===== src/rtl/decode_pkg.sv =====
// rtl/decode_pkg.sv - opcodes, decode enums and the control bundle type for the decode stage
package decode_pkg;

    localparam logic [6:0] OP_LOAD   = 7'b0000011;
    localparam logic [6:0] OP_STORE  = 7'b0100011;
    localparam logic [6:0] OP_R      = 7'b0110011;
    localparam logic [6:0] OP_I      = 7'b0010011;
    localparam logic [6:0] OP_BRANCH = 7'b1100011;
    localparam logic [6:0] OP_JAL    = 7'b1101111;
    localparam logic [6:0] OP_JALR   = 7'b1100111;
    localparam logic [6:0] OP_LUI    = 7'b0110111;
    localparam logic [6:0] OP_AUIPC  = 7'b0010111;

    typedef enum logic [2:0] {
        IMM_I,
        IMM_S,
        IMM_B,
        IMM_J,
        IMM_U
    } imm_src_t;

    typedef enum logic [2:0] {
        ALU_ADD   = 3'b000,
        ALU_SUB   = 3'b001,
        ALU_AND   = 3'b010,
        ALU_OR    = 3'b011,
        ALU_PASSB = 3'b100,
        ALU_SLT   = 3'b101
    } alu_ctrl_t;

    typedef enum logic [1:0] {
        RES_ALU = 2'b00,
        RES_MEM = 2'b01,
        RES_PC4 = 2'b10
    } result_src_t;

    typedef struct packed {
        logic        reg_write;
        result_src_t result_src;
        logic        mem_write;
        logic        alu_src;
        logic        alu_src_a_pc;
        logic        branch;
        logic        jump;
        logic        jump_reg;
        alu_ctrl_t   alu_control;
    } ctrl_t;

endpackage


===== src/rtl/imm_gen.sv =====
// rtl/imm_gen.sv - builds the I/S/B/J/U immediate and sign-extends it to XLEN
module imm_gen
    import decode_pkg::*;
#(
    parameter int XLEN = 32
) (
    input  logic [31:7]     instr,
    input  imm_src_t        imm_src,
    output logic [XLEN-1:0] immext
);

    logic [31:0] imm32;

    // Assemble the 32-bit immediate for the selected format; every format is sign-extended from instr[31]
    always_comb begin
        case (imm_src)
            IMM_S:   imm32 = {{20{instr[31]}}, instr[31:25], instr[11:7]};
            IMM_B:   imm32 = {{19{instr[31]}}, instr[31], instr[7], instr[30:25], instr[11:8], 1'b0};
            IMM_J:   imm32 = {{11{instr[31]}}, instr[31], instr[19:12], instr[20], instr[30:21], 1'b0};
            IMM_U:   imm32 = {instr[31:12], 12'b0};
            default: imm32 = {{20{instr[31]}}, instr[31:20]};
        endcase
    end

    // Widen to XLEN by replicating the sign bit above bit 31
    always_comb begin
        immext       = {XLEN{imm32[31]}};
        immext[31:0] = imm32;
    end

endmodule


===== src/rtl/decode_stage.sv =====
// rtl/decode_stage.sv - registered RV32I decode stage with valid/ready handshake, stall and flush
module decode_stage
    import decode_pkg::*;
#(
    parameter int XLEN     = 32,
    parameter bit EN_UTYPE = 1'b1,
    parameter bit EN_JALR  = 1'b1
) (
    input  logic            clk,
    input  logic            reset,
    input  logic            in_valid,
    output logic            in_ready,
    input  logic [31:0]     in_instr,
    input  logic [XLEN-1:0] in_pc,
    input  logic            flush,
    output logic            out_valid,
    input  logic            out_ready,
    output logic [XLEN-1:0] out_pc,
    output logic [4:0]      out_rs1,
    output logic [4:0]      out_rs2,
    output logic [4:0]      out_rd,
    output logic [XLEN-1:0] out_immext,
    output ctrl_t           out_ctrl,
    output logic            out_illegal
);

    logic [6:0]      op;
    logic [2:0]      funct3;
    logic            funct7_5;
    ctrl_t           dec_ctrl;
    imm_src_t        dec_imm_src;
    logic            dec_illegal;
    alu_ctrl_t       alu_dec;
    logic            alu_dec_bad;
    logic [XLEN-1:0] dec_immext;

    logic            valid_q;
    logic [XLEN-1:0] pc_q;
    logic [4:0]      rs1_q;
    logic [4:0]      rs2_q;
    logic [4:0]      rd_q;
    logic [XLEN-1:0] imm_q;
    ctrl_t           ctrl_q;
    logic            illegal_q;
    logic            accept;

    assign op       = in_instr[6:0];
    assign funct3   = in_instr[14:12];
    assign funct7_5 = in_instr[30];

    // ALU operation for R-type and I-ALU; SUB only for R-type with funct7[5] set
    always_comb begin
        alu_dec     = ALU_ADD;
        alu_dec_bad = 1'b0;
        case (funct3)
            3'b000:  alu_dec = (op[5] && funct7_5) ? ALU_SUB : ALU_ADD;
            3'b010:  alu_dec = ALU_SLT;
            3'b110:  alu_dec = ALU_OR;
            3'b111:  alu_dec = ALU_AND;
            default: alu_dec_bad = 1'b1;
        endcase
    end

    // Main decode; anything flagged illegal leaves the control bundle all-zero
    always_comb begin
        dec_ctrl    = '0;
        dec_imm_src = IMM_I;
        dec_illegal = 1'b0;
        case (op)
            OP_LOAD: begin
                dec_ctrl.reg_write  = 1'b1;
                dec_ctrl.result_src = RES_MEM;
                dec_ctrl.alu_src    = 1'b1;
            end
            OP_STORE: begin
                dec_imm_src        = IMM_S;
                dec_ctrl.mem_write = 1'b1;
                dec_ctrl.alu_src   = 1'b1;
            end
            OP_R: begin
                dec_ctrl.reg_write   = 1'b1;
                dec_ctrl.alu_control = alu_dec;
                dec_illegal          = alu_dec_bad;
            end
            OP_I: begin
                dec_ctrl.reg_write   = 1'b1;
                dec_ctrl.alu_src     = 1'b1;
                dec_ctrl.alu_control = alu_dec;
                dec_illegal          = alu_dec_bad;
            end
            OP_BRANCH: begin
                dec_imm_src          = IMM_B;
                dec_ctrl.branch      = 1'b1;
                dec_ctrl.alu_control = ALU_SUB;
            end
            OP_JAL: begin
                dec_imm_src         = IMM_J;
                dec_ctrl.reg_write  = 1'b1;
                dec_ctrl.result_src = RES_PC4;
                dec_ctrl.jump       = 1'b1;
            end
            OP_JALR: begin
                if (EN_JALR) begin
                    dec_ctrl.reg_write  = 1'b1;
                    dec_ctrl.result_src = RES_PC4;
                    dec_ctrl.jump_reg   = 1'b1;
                    dec_ctrl.alu_src    = 1'b1;
                end else begin
                    dec_illegal = 1'b1;
                end
            end
            OP_LUI: begin
                dec_imm_src = IMM_U;
                if (EN_UTYPE) begin
                    dec_ctrl.reg_write   = 1'b1;
                    dec_ctrl.alu_src     = 1'b1;
                    dec_ctrl.alu_control = ALU_PASSB;
                end else begin
                    dec_illegal = 1'b1;
                end
            end
            OP_AUIPC: begin
                dec_imm_src = IMM_U;
                if (EN_UTYPE) begin
                    dec_ctrl.reg_write    = 1'b1;
                    dec_ctrl.alu_src      = 1'b1;
                    dec_ctrl.alu_src_a_pc = 1'b1;
                end else begin
                    dec_illegal = 1'b1;
                end
            end
            default: dec_illegal = 1'b1;
        endcase
        if (dec_illegal) begin
            dec_ctrl = '0;
        end
    end

    imm_gen #(
        .XLEN(XLEN)
    ) u_imm_gen (
        .instr  (in_instr[31:7]),
        .imm_src(dec_imm_src),
        .immext (dec_immext)
    );

    assign in_ready = !valid_q || out_ready;
    assign accept   = in_valid && in_ready;

    // Pipeline register: reset, then flush, then accept, else drain on transfer or hold on stall
    always_ff @(posedge clk) begin
        if (reset) begin
            valid_q   <= 1'b0;
            pc_q      <= '0;
            rs1_q     <= '0;
            rs2_q     <= '0;
            rd_q      <= '0;
            imm_q     <= '0;
            ctrl_q    <= '0;
            illegal_q <= 1'b0;
        end else if (flush) begin
            valid_q <= 1'b0;
        end else if (accept) begin
            valid_q   <= 1'b1;
            pc_q      <= in_pc;
            rs1_q     <= in_instr[19:15];
            rs2_q     <= in_instr[24:20];
            rd_q      <= in_instr[11:7];
            imm_q     <= dec_immext;
            ctrl_q    <= dec_ctrl;
            illegal_q <= dec_illegal;
        end else if (out_ready) begin
            valid_q <= 1'b0;
        end
    end

    // Bubbles never expose stale control or illegal flags downstream
    assign out_valid   = valid_q;
    assign out_pc      = pc_q;
    assign out_rs1     = rs1_q;
    assign out_rs2     = rs2_q;
    assign out_rd      = rd_q;
    assign out_immext  = imm_q;
    assign out_ctrl    = valid_q ? ctrl_q : '0;
    assign out_illegal = valid_q && illegal_q;

endmodule


===== config.mk =====
export PLATFORM = sky130hd
export DESIGN_NAME = decode_stage
export DESIGN_NICKNAME = d
export VERILOG_FILES = /design/src/rtl/decode_pkg.sv /design/src/rtl/imm_gen.sv /design/src/rtl/decode_stage.sv
export SDC_FILE = /design/constraint.sdc
export NUM_CORES = 1
export LEC_CHECK = 0
export ABC_AREA = 1
export CAP_MARGIN = 20
export CELL_PAD_IN_SITES_DETAIL_PLACEMENT = 1
export CELL_PAD_IN_SITES_GLOBAL_PLACEMENT = 1
export CORE_ASPECT_RATIO = 1.1
export CORE_UTILIZATION = 26
export CTS_CLUSTER_DIAMETER = 200
export DETAILED_ROUTE_END_ITERATION = 10
export PLACE_DENSITY = 0.77
export SYNTH_ARGS = -nofsm -noshare
export SYNTH_HDL_FRONTEND = slang
export SYNTH_SLANG_ARGS = --single-unit

===== constraint.sdc =====
create_clock -name clk -period 1.35 [get_ports clk]
set_input_delay 0.405 -clock clk [delete_from_list [all_inputs] [get_ports clk]]
set_output_delay 0.405 -clock clk [all_outputs]
set_load 0.1 [all_outputs]

# Word-level counts from Yosys, hierarchy flattened
# Index checks and enable logic that the tools add are counted.
totals:
  regBits: 93
  input_bits: 69
  out_inout_bits: 94
  wordCells: 68
op_classes:
  n_eq_ne: 16
  mux: 19
  bitwise: 1
  n_reduce_logical: 16
ops:
  columns: ["op", "n"]
  rows:
  - ["31-bit case mux with 4 select lines", 1]
  - ["12-bit two-way mux", 2]
  - ["3-bit case mux with 4 select lines", 2]
  - ["7-bit by 6-bit == test with 1-bit output (second input constant)", 3]
  - ["7-bit == test (second input constant)", 3]
  - ["7-bit by 5-bit == test with 1-bit output (second input constant)", 2]
  - ["7-bit OR reduction", 2]
  - ["1-bit two-way mux", 11]
  - ["3-bit by 2-bit == test with 1-bit output (second input constant)", 3]
  - ["3-bit == test (second input constant)", 3]
  - ["3-bit case mux with 3 select lines", 1]
  - ["2-bit OR reduction", 4]
  - ["7-bit by 2-bit == test with 1-bit output (second input constant)", 1]
  - ["6-bit OR reduction", 1]
  - ["2-bit case mux with 2 select lines", 1]
  - ["4-bit OR reduction", 1]
  - ["3-bit by 1-bit == test with 1-bit output (second input constant)", 1]
  - ["1-bit logical AND", 3]
  - ["3-bit zero test", 1]
  - ["1-bit case mux with 2 select lines", 1]
  - ["2-bit AND reduction", 1]
  - ["2-bit nonzero test", 1]
  - ["1-bit zero test", 1]
  - ["1-bit logical OR", 1]
  - ["1-bit NOT", 1]

# Longest topological paths before layout
# Gate-level depths: netlist of run 1.
depth:
  word_depth: 5
  depth_mapped: 12
  depth_no_buf: 11

# Modules after synthesis
# Synthesis of run 1 repeated with hierarchy kept, for this count alone.
unflattened:
  cells_unflattened: 592
  hier_area_um2: 4154.0
by_module_without_submodules:
  columns: ["module", "instances", "cells_each", "area_per_inst_um2", "seq_area_each_um2"]
  rows:
  - ["decode_stage", 1, 493, 3592.2, 1861.8]
  - ["imm_gen", 1, 99, 561.8, 0.0]

# Least setup slack after synthesis of run 1
# No wires, ideal clock.
synth_path:
  path_type: "reg2out"
  from: "reg valid_q (netlist: out_valid)"
  to: "out out_ctrl[10] (netlist name)"
  arrival_ns: 2.007
  t_required_ns: 0.945
  path_slack_ns: -1.062
  path_stages_with_launch: 4
  n_path_buf: 1
  path_cell_list: "dfxtp_1 > clkbuf_1 > nand2_1 > inv_1"
synth_rtl:
  columns: ["item", "line_no", "rtl"]
  rows:
  - ["start: declaration", "decode_stage.sv:37", "logic valid_q;"]
  - ["start signal: assignment", "decode_stage.sv:153", "valid_q <= 1'b0;"]
  - ["start signal: assignment", "decode_stage.sv:162", "valid_q <= 1'b0;"]
  - ["start signal: assignment", "decode_stage.sv:164", "valid_q <= 1'b1;"]
  - ["end: declaration", "decode_stage.sv:23", "output ctrl_t out_ctrl,"]

# Worst setup path after layout of run 1
layout_path:
  from: "reg valid_q (netlist: out_valid)"
  to: "out in_ready"
layout_between:
  elab_chain_cells: 2
layout_rtl:
  columns: ["item", "line_no", "rtl"]
  rows:
  - ["1-bit zero test", "decode_stage.sv:147", "assign in_ready = !valid_q || out_ready;"]
  - ["1-bit logical OR", "decode_stage.sv:147", null]
  - ["end: declaration", "decode_stage.sv:12", "output logic in_ready,"]
# No other way between the ends.

==> metrics.txt, run 1 <==
status=finished, violations left; failing checks=negative setup slack; Seq pwr share=31.8%; share of post-route cells with drive strength above 1=67.74%; GR Overflow Total=0; Max-Cap Viols=0; Hold Crit Start=flush; final hold slack=0.4279 ns; Final WS setup=-0.3307 ns; Final ANT Viol Nets=0; Final Net Count=873; VDD IR max=0.6729 mV; Post-DP HPWL=12520 um; worst clock skew=0.007578 ns; Synth area leaders=dfxtp_1, nor2_1, nand2_1; CTS Buf Count=9; Clock Latency Late Sink=0.37 ns; Non-Filler Instances=1001; Worst Setup SP=out_valid; fin. max-slew vios=0; synthesized area=3951 sq um; CP Max Fanout=2; die area=15700 sq um; Cell variety after synth=25; Worst R2R End=out_immext[4]; ys async rst share=0%; IO Count=163; clock sinks=93; clock transition at the registers of the reported paths=0.07 ns; post-synthesis register bit count=93; Worst Reg-to-Reg Cells=10; top-area cell type share of the netlist area=47.12%; CP endpoint=in_ready; Post-Place Setup Slack=-0.7548 ns; average wire per standard cell=25.07 um; Multi-input gate area=2873 sq um; worst-margin pin slew=0.4309 ns; CP Data Arrival Time=1.28 ns; Net Sw Power=3.473 mW; Vias/cell=5.169; Seq/Total Area, Yosys=47.12%; Root Buffer=clkbuf_16; P per Cell Area=1008 nW/um^2; routed wire length=25090 um; drc violations=0; worst hold path depth=2; DR pass1 iterations=4; overall routing resource usage=30.51%; drt initial violations=275; YS warnings=0; origin of the critical flop-to-flop path=out_valid; worst reg-to-reg setup slack=-0.31 ns; Die Ht=131.3 um; Starting Density=27.03%; Area Growth Syn to Fin=147.4%; TritonCTS clock tree=built; Worst Hold Class=in2reg; period utilization=124.5%; Hold Violations, Final=0; Setup CP Type=reg2out; sw frac=35.24%; Final Wtd Congestion=0.8132; Ant. Diodes=0; Cells after Synth=561; FMAX=0.5950 GHz; area leader, netlist=dfxtp_1; Leakage=4.087 nW; first-pass GRT wire length=35510 um; Syn Area/Cell=7.043 sq um; Logic pwr share=34.5%; syn_nets=630; Util after Layout=66.87%; row cnt=46; Critical Path RT=0.95 ns; Post-synth EDFFs=0; crit start category=flop; DIE WIDTH=119.5 um; H-tree depth=3; Fillers=1478; register area=2006 sq um; endpoints failing setup=107; slew margin rel.=70.97%; Longest Clk Path Bufs=2; initial antenna violation count=0; largest net degree at the start of global routing=38; vias in the first global route=5974; port buffer count=162; via count=5174; dpl cells=927; total power=9.854 mW; internal power=6.381 mW; Setup crit end kind=primary output; post-layout min period=1.681 ns; Clock power frac=33.8%; Core ar.=14620 sq um; Post-synth top flop=dfxtp_1; RSZ-0062 raised after global routing=yes
registers in the layout (all words and copies together) (netlist names):
register / count
out_immext: 32
ctrl_q: 12
out_rd: 5
out_pc: 32
out_valid: 1
out_rs1: 5
out_rs2: 5
illegal_q: 1
worst min-delay path by stage:
stage                      to  slack, ns
detailed placement  ctrl_q[5]       0.46
CTS                 out_valid       0.43
global route        out_valid       0.45
global placement    ctrl_q[5]       0.45
floorplan           ctrl_q[1]       0.44
finish              out_valid       0.43
worst max-delay path, stage by stage, from the launching register on:
cell and delay (ns):
dfxtp_4 0.38, inv_4 0.04, nor2_4 0.13, buf_4 0.14
inv_2 0.05, buf_12 0.16
power by group through the flow:
stage          combinational [mW]  sequential (mW)  clock [mW]
3_3_place_gp                 2.52             3.12           0
3_5_place_dp                 2.57             3.13           0
2_1_floorplan               0.407             4.12           0
5_1_grt                      3.48             3.15        3.46
6_report                     3.40             3.13        3.33
4_1_cts                      3.18             3.12        3.32
final cells by class:
| type | count | share of cell area, % |
|---|---|---|
| timing repair buffer | 265 | 40.77 |
| multi-input combinational | 381 | 29.39 |
| sequential | 93 | 20.52 |
| inverter | 52 | 2.688 |
| clock buffer | 11 | 2.585 |
| tap | 192 | 2.457 |
| clock inverter | 5 | 1.318 |
| timing repair inverter | 2 | 0.2816 |
synthesized netlist by cell type (5+ instances only):
cell type  number
a21oi_1        35
buf_2          18
clkbuf_1       12
dfxtp_1        93
inv_1          47
inv_2           5
nand2_1        86
nand2_2         8
nand3_1        40
nor2_1        127
o21ai_0        55
o21ai_1        10
cells in the final DEF, fill, tap and decap left out, types with 13 or more instances in the layout:
master / n
a21oi_2: 24
buf_12: 116
buf_16: 14
buf_4: 45
buf_6: 14
clkdlybuf4s50_1: 57
clkinvlp_4: 13
dfxtp_1: 14
dfxtp_2: 61
dfxtp_4: 18
inv_1: 28
nand2_1: 49
nand2_2: 20
nand2_4: 24
nand3_1: 21
nand3_2: 17
nor2_1: 65
nor2_2: 36
nor2_4: 33
o21ai_2: 49
o21ai_4: 13
cells by family after synthesis:
family / share of synthesized area [%]
and+or+nand+nor: 29.13
DFF: 47.12
AOI/OAI and AO/OA: 14.06
buffers and inverters: 9.690
layer usage:
| metal | wire, um | vias to the layer above | global-route usage (%) |
|---|---|---|---|
| li1 | - | 2278 | - |
| met1 | 8579 | 2549 | 29.79 |
| met2 | 13560 | 258 | 57.03 |
| met3 | 1624 | 89 | 7.552 |
| met4 | 1328 | 0 | 18.19 |
| met5 | 0 | - | 0 |
stage by stage:
stage	setup TNS, ns	instance area [sq um]
2_1_floorplan	-6.833	4084
3_3_place_gp	-56.11	7106
3_5_place_dp	-58.04	7106
4_1_cts	-18.61	9314
5_1_grt	-27.88	9776
6_report	-23.97	9776
timing repair:
action	CTS	global route
setup buffers	33	14
pin swaps	69	51
gates cloned	24	0
setup endpoints to repair	166	118
gates resized for setup	373	145
hold buffers	0	0
Power figures use the tool's default switching activity.
==> run 2: changes to the inputs <==
- CELL_PAD_IN_SITES_GLOBAL_PLACEMENT: 1 -> 2
- CORE_UTILIZATION: 26 -> 20
- PLACE_DENSITY: 0.77 -> 0.78
==> metrics.txt, run 2 (synthesized netlist as in run 1, its figures left out) <==
routed wire length=18380 um (-27%); CTS Buf Count=9 (unchanged); Setup CP Type=reg2out; RSZ-0062 raised after global routing=yes; Area Growth Syn to Fin=123.9%; row cnt=53 (+15%); first-pass GRT wire length=28080 um (-21%); Critical Path RT=0.95 ns (about the same); vias in the first global route=5093 (-15%); TritonCTS clock tree=built; initial antenna violation count=1 (+1); Final WS setup=-0.2914 ns (+0.03924 ns); Final Wtd Congestion=0.8319 (+2.3%); largest net degree at the start of global routing=30 (-21%); share of post-route cells with drive strength above 1=57.12% (-11 points); Fin Setup TNS=-16.85 ns (+7.122 ns); via count=4684 (-9.5%); Worst Reg-to-Reg Cells=11 (+1); Max stage delay on crit path=0.36 ns (-0.02 ns); overall routing resource usage=18.26% (-12 points); worst clock skew=0.01315 ns (+0.005576 ns); clock transition at the registers of the reported paths=0.08 ns (about the same); Vias/cell=4.500 (-13%); clock sinks=93 (unchanged); Die Ht=149.4 um (+14%); VDD IR max=0.5883 mV (-13%); FMAX=0.6092 GHz (+2.4%); Worst R2R End=out_immext[20]; origin of the critical flop-to-flop path=out_valid; Clock Latency Late Sink=0.36 ns (about the same); slew margin rel.=70.40% (-0.57 points); Final ANT Viol Nets=0 (unchanged); Clock power frac=29.4% (-4.4 points); Root Buffer=clkbuf_16; DIE WIDTH=136.0 um (+14%); Setup crit end kind=primary output; DR pass1 iterations=4 (unchanged); Core ar.=19230 sq um (+32%); Seq pwr share=35.9% (+4.1 points); port buffer count=162 (unchanged); status=finished, violations left; drt initial violations=168 (-39%); commonest non-fill, non-tap cell in the layout=buf_12; sw frac=36.50% (+1.3 points); internal power=5.499 mW (-14%); Hold Violations, Final=0 (unchanged); post-layout min period=1.641 ns (-0.03924 ns); Fillers=2097 (+42%); most frequent cells in the layout=buf_12, nor2_1, dfxtp_2; endpoints failing setup=107 (unchanged); Logic pwr share=34.7% (+0.2 points); Final Net Count=858 (-1.7%); IO Count=163 (unchanged); CP Data Arrival Time=1.24 ns (-0.04 ns); P per Cell Area=978.9 nW/um^2 (-2.9%); Crit path top cell by count=buf_12; CP Max Fanout=14 (+12); Worst Hold Class=in2reg; CP endpoint=out_ctrl[9]; Worst Setup SP=out_valid; Leakage=3.709 nW (-9.2%); critical path's slowest cell=dfxtp_4; Post-DP HPWL=11980 um (-4.3%); fin. max-slew vios=0 (unchanged); final hold slack=0.4230 ns (-0.004833 ns); crit start category=flop; worst-margin pin slew=0.4394 ns (+0.008470 ns); Max-Cap Viols=0 (unchanged); GR Overflow Total=0 (unchanged); Longest Clk Path Bufs=2 (unchanged); average wire per standard cell=17.66 um (-30%); Net Sw Power=3.161 mW (-9.0%); Starting Density=20.55% (-6.5 points); H-tree depth=3 (unchanged); worst reg-to-reg setup slack=-0.23 ns (+0.08 ns); critical-path cell list=buf_12 -> nand2_2 -> clkinvlp_4 -> buf_12; drc violations=0 (unchanged); die area=20320 sq um (+29%); failing checks=negative setup slack; period utilization=121.6% (-2.9 points)
## run 2: power by group through the flow
stage	Combinational [mW]	Sequential [mW]	Clock, mW
finish	3.00	3.11	2.55
global route	3.11	3.13	2.76
CTS	2.89	3.10	2.63
detailed placement	2.58	3.13	0
global placement	2.54	3.12	0
floorplan	0.407	4.12	0
## run 2: how the worst min path moves through the flow
stage | slack (ns) | to | cells after the start | from
after floorplan | 0.44 | ctrl_q[1] | 2 | ctrl_q[1]
after global placement | 0.45 | ctrl_q[5] | 2 | ctrl_q[5]
after detailed placement | 0.46 | ctrl_q[5] | 2 | ctrl_q[5]
after CTS | 0.40 | out_valid | 2 | flush
after global routing | 0.43 | out_valid | 2 | flush
final | 0.42 | out_valid | 2 | flush
## run 2: per-stage QoR
stage / power [mW] / utilization, % / area, sq um / setup WS [ns] / cells
after global routing: 9.002 / 46.01 / 8847 / -0.3343 / 1041
after detailed placement: 5.709 / 37.65 / 7241 / -0.7951 / 989
after global placement: 5.664 / 37.65 / 7241 / -0.6432 / 989
after floorplan: 4.523 / - / 4084 / -0.2302 / 561
after CTS: 8.617 / 44.09 / 8478 / -0.2950 / 1035
final: 8.661 / 46.01 / 8847 / -0.2914 / 1041
## run 2: area by class of cell
| type | count | area, sq um | area share, % |
|---|---|---|---|
| clock inverters | 5 | 40.04 | 0.4526 |
| multi-input cells | 381 | 2317 | 26.19 |
| inverters | 52 | 256.5 | 2.899 |
| flip-flops and latches | 93 | 1974 | 22.32 |
| well taps | 247 | 309.0 | 3.493 |
| repair buffers | 252 | 3697 | 41.79 |
| clock buffers | 10 | 250.2 | 2.828 |
| diodes | 1 | 2.502 | 0.02828 |
## run 2: timing repair
| action | CTS | global route |
|---|---|---|
| gates resized for setup | 204 | 108 |
| pin swaps | 23 | 8 |
| setup endpoints to repair | 154 | 139 |
| hold buffers | 0 | 0 |
| buffers inserted | 20 | 6 |
| gates cloned | 11 | 0 |
## run 2: worst max-delay path, delay by kind of cell (launching register included)
family,cells,cell delay [ns]
buffers and inverters,3,0.42
and+or+nand+nor,1,0.08
DFF,1,0.36
## run 2: routing by layer
| metal | wire length [um] | global-route usage (%) | share of wire, % | up-vias |
|---|---|---|---|---|
| li1 | - | - | - | 2247 |
| met2 | 9606 | 32.41 | 52 | 154 |
| met5 | 0 | 0 | 0 | - |
| met1 | 7085 | 20.32 | 39 | 2255 |
| met3 | 1170 | 5.115 | 6.4 | 28 |
| met4 | 518 | 7.389 | 2.8 | 0 |
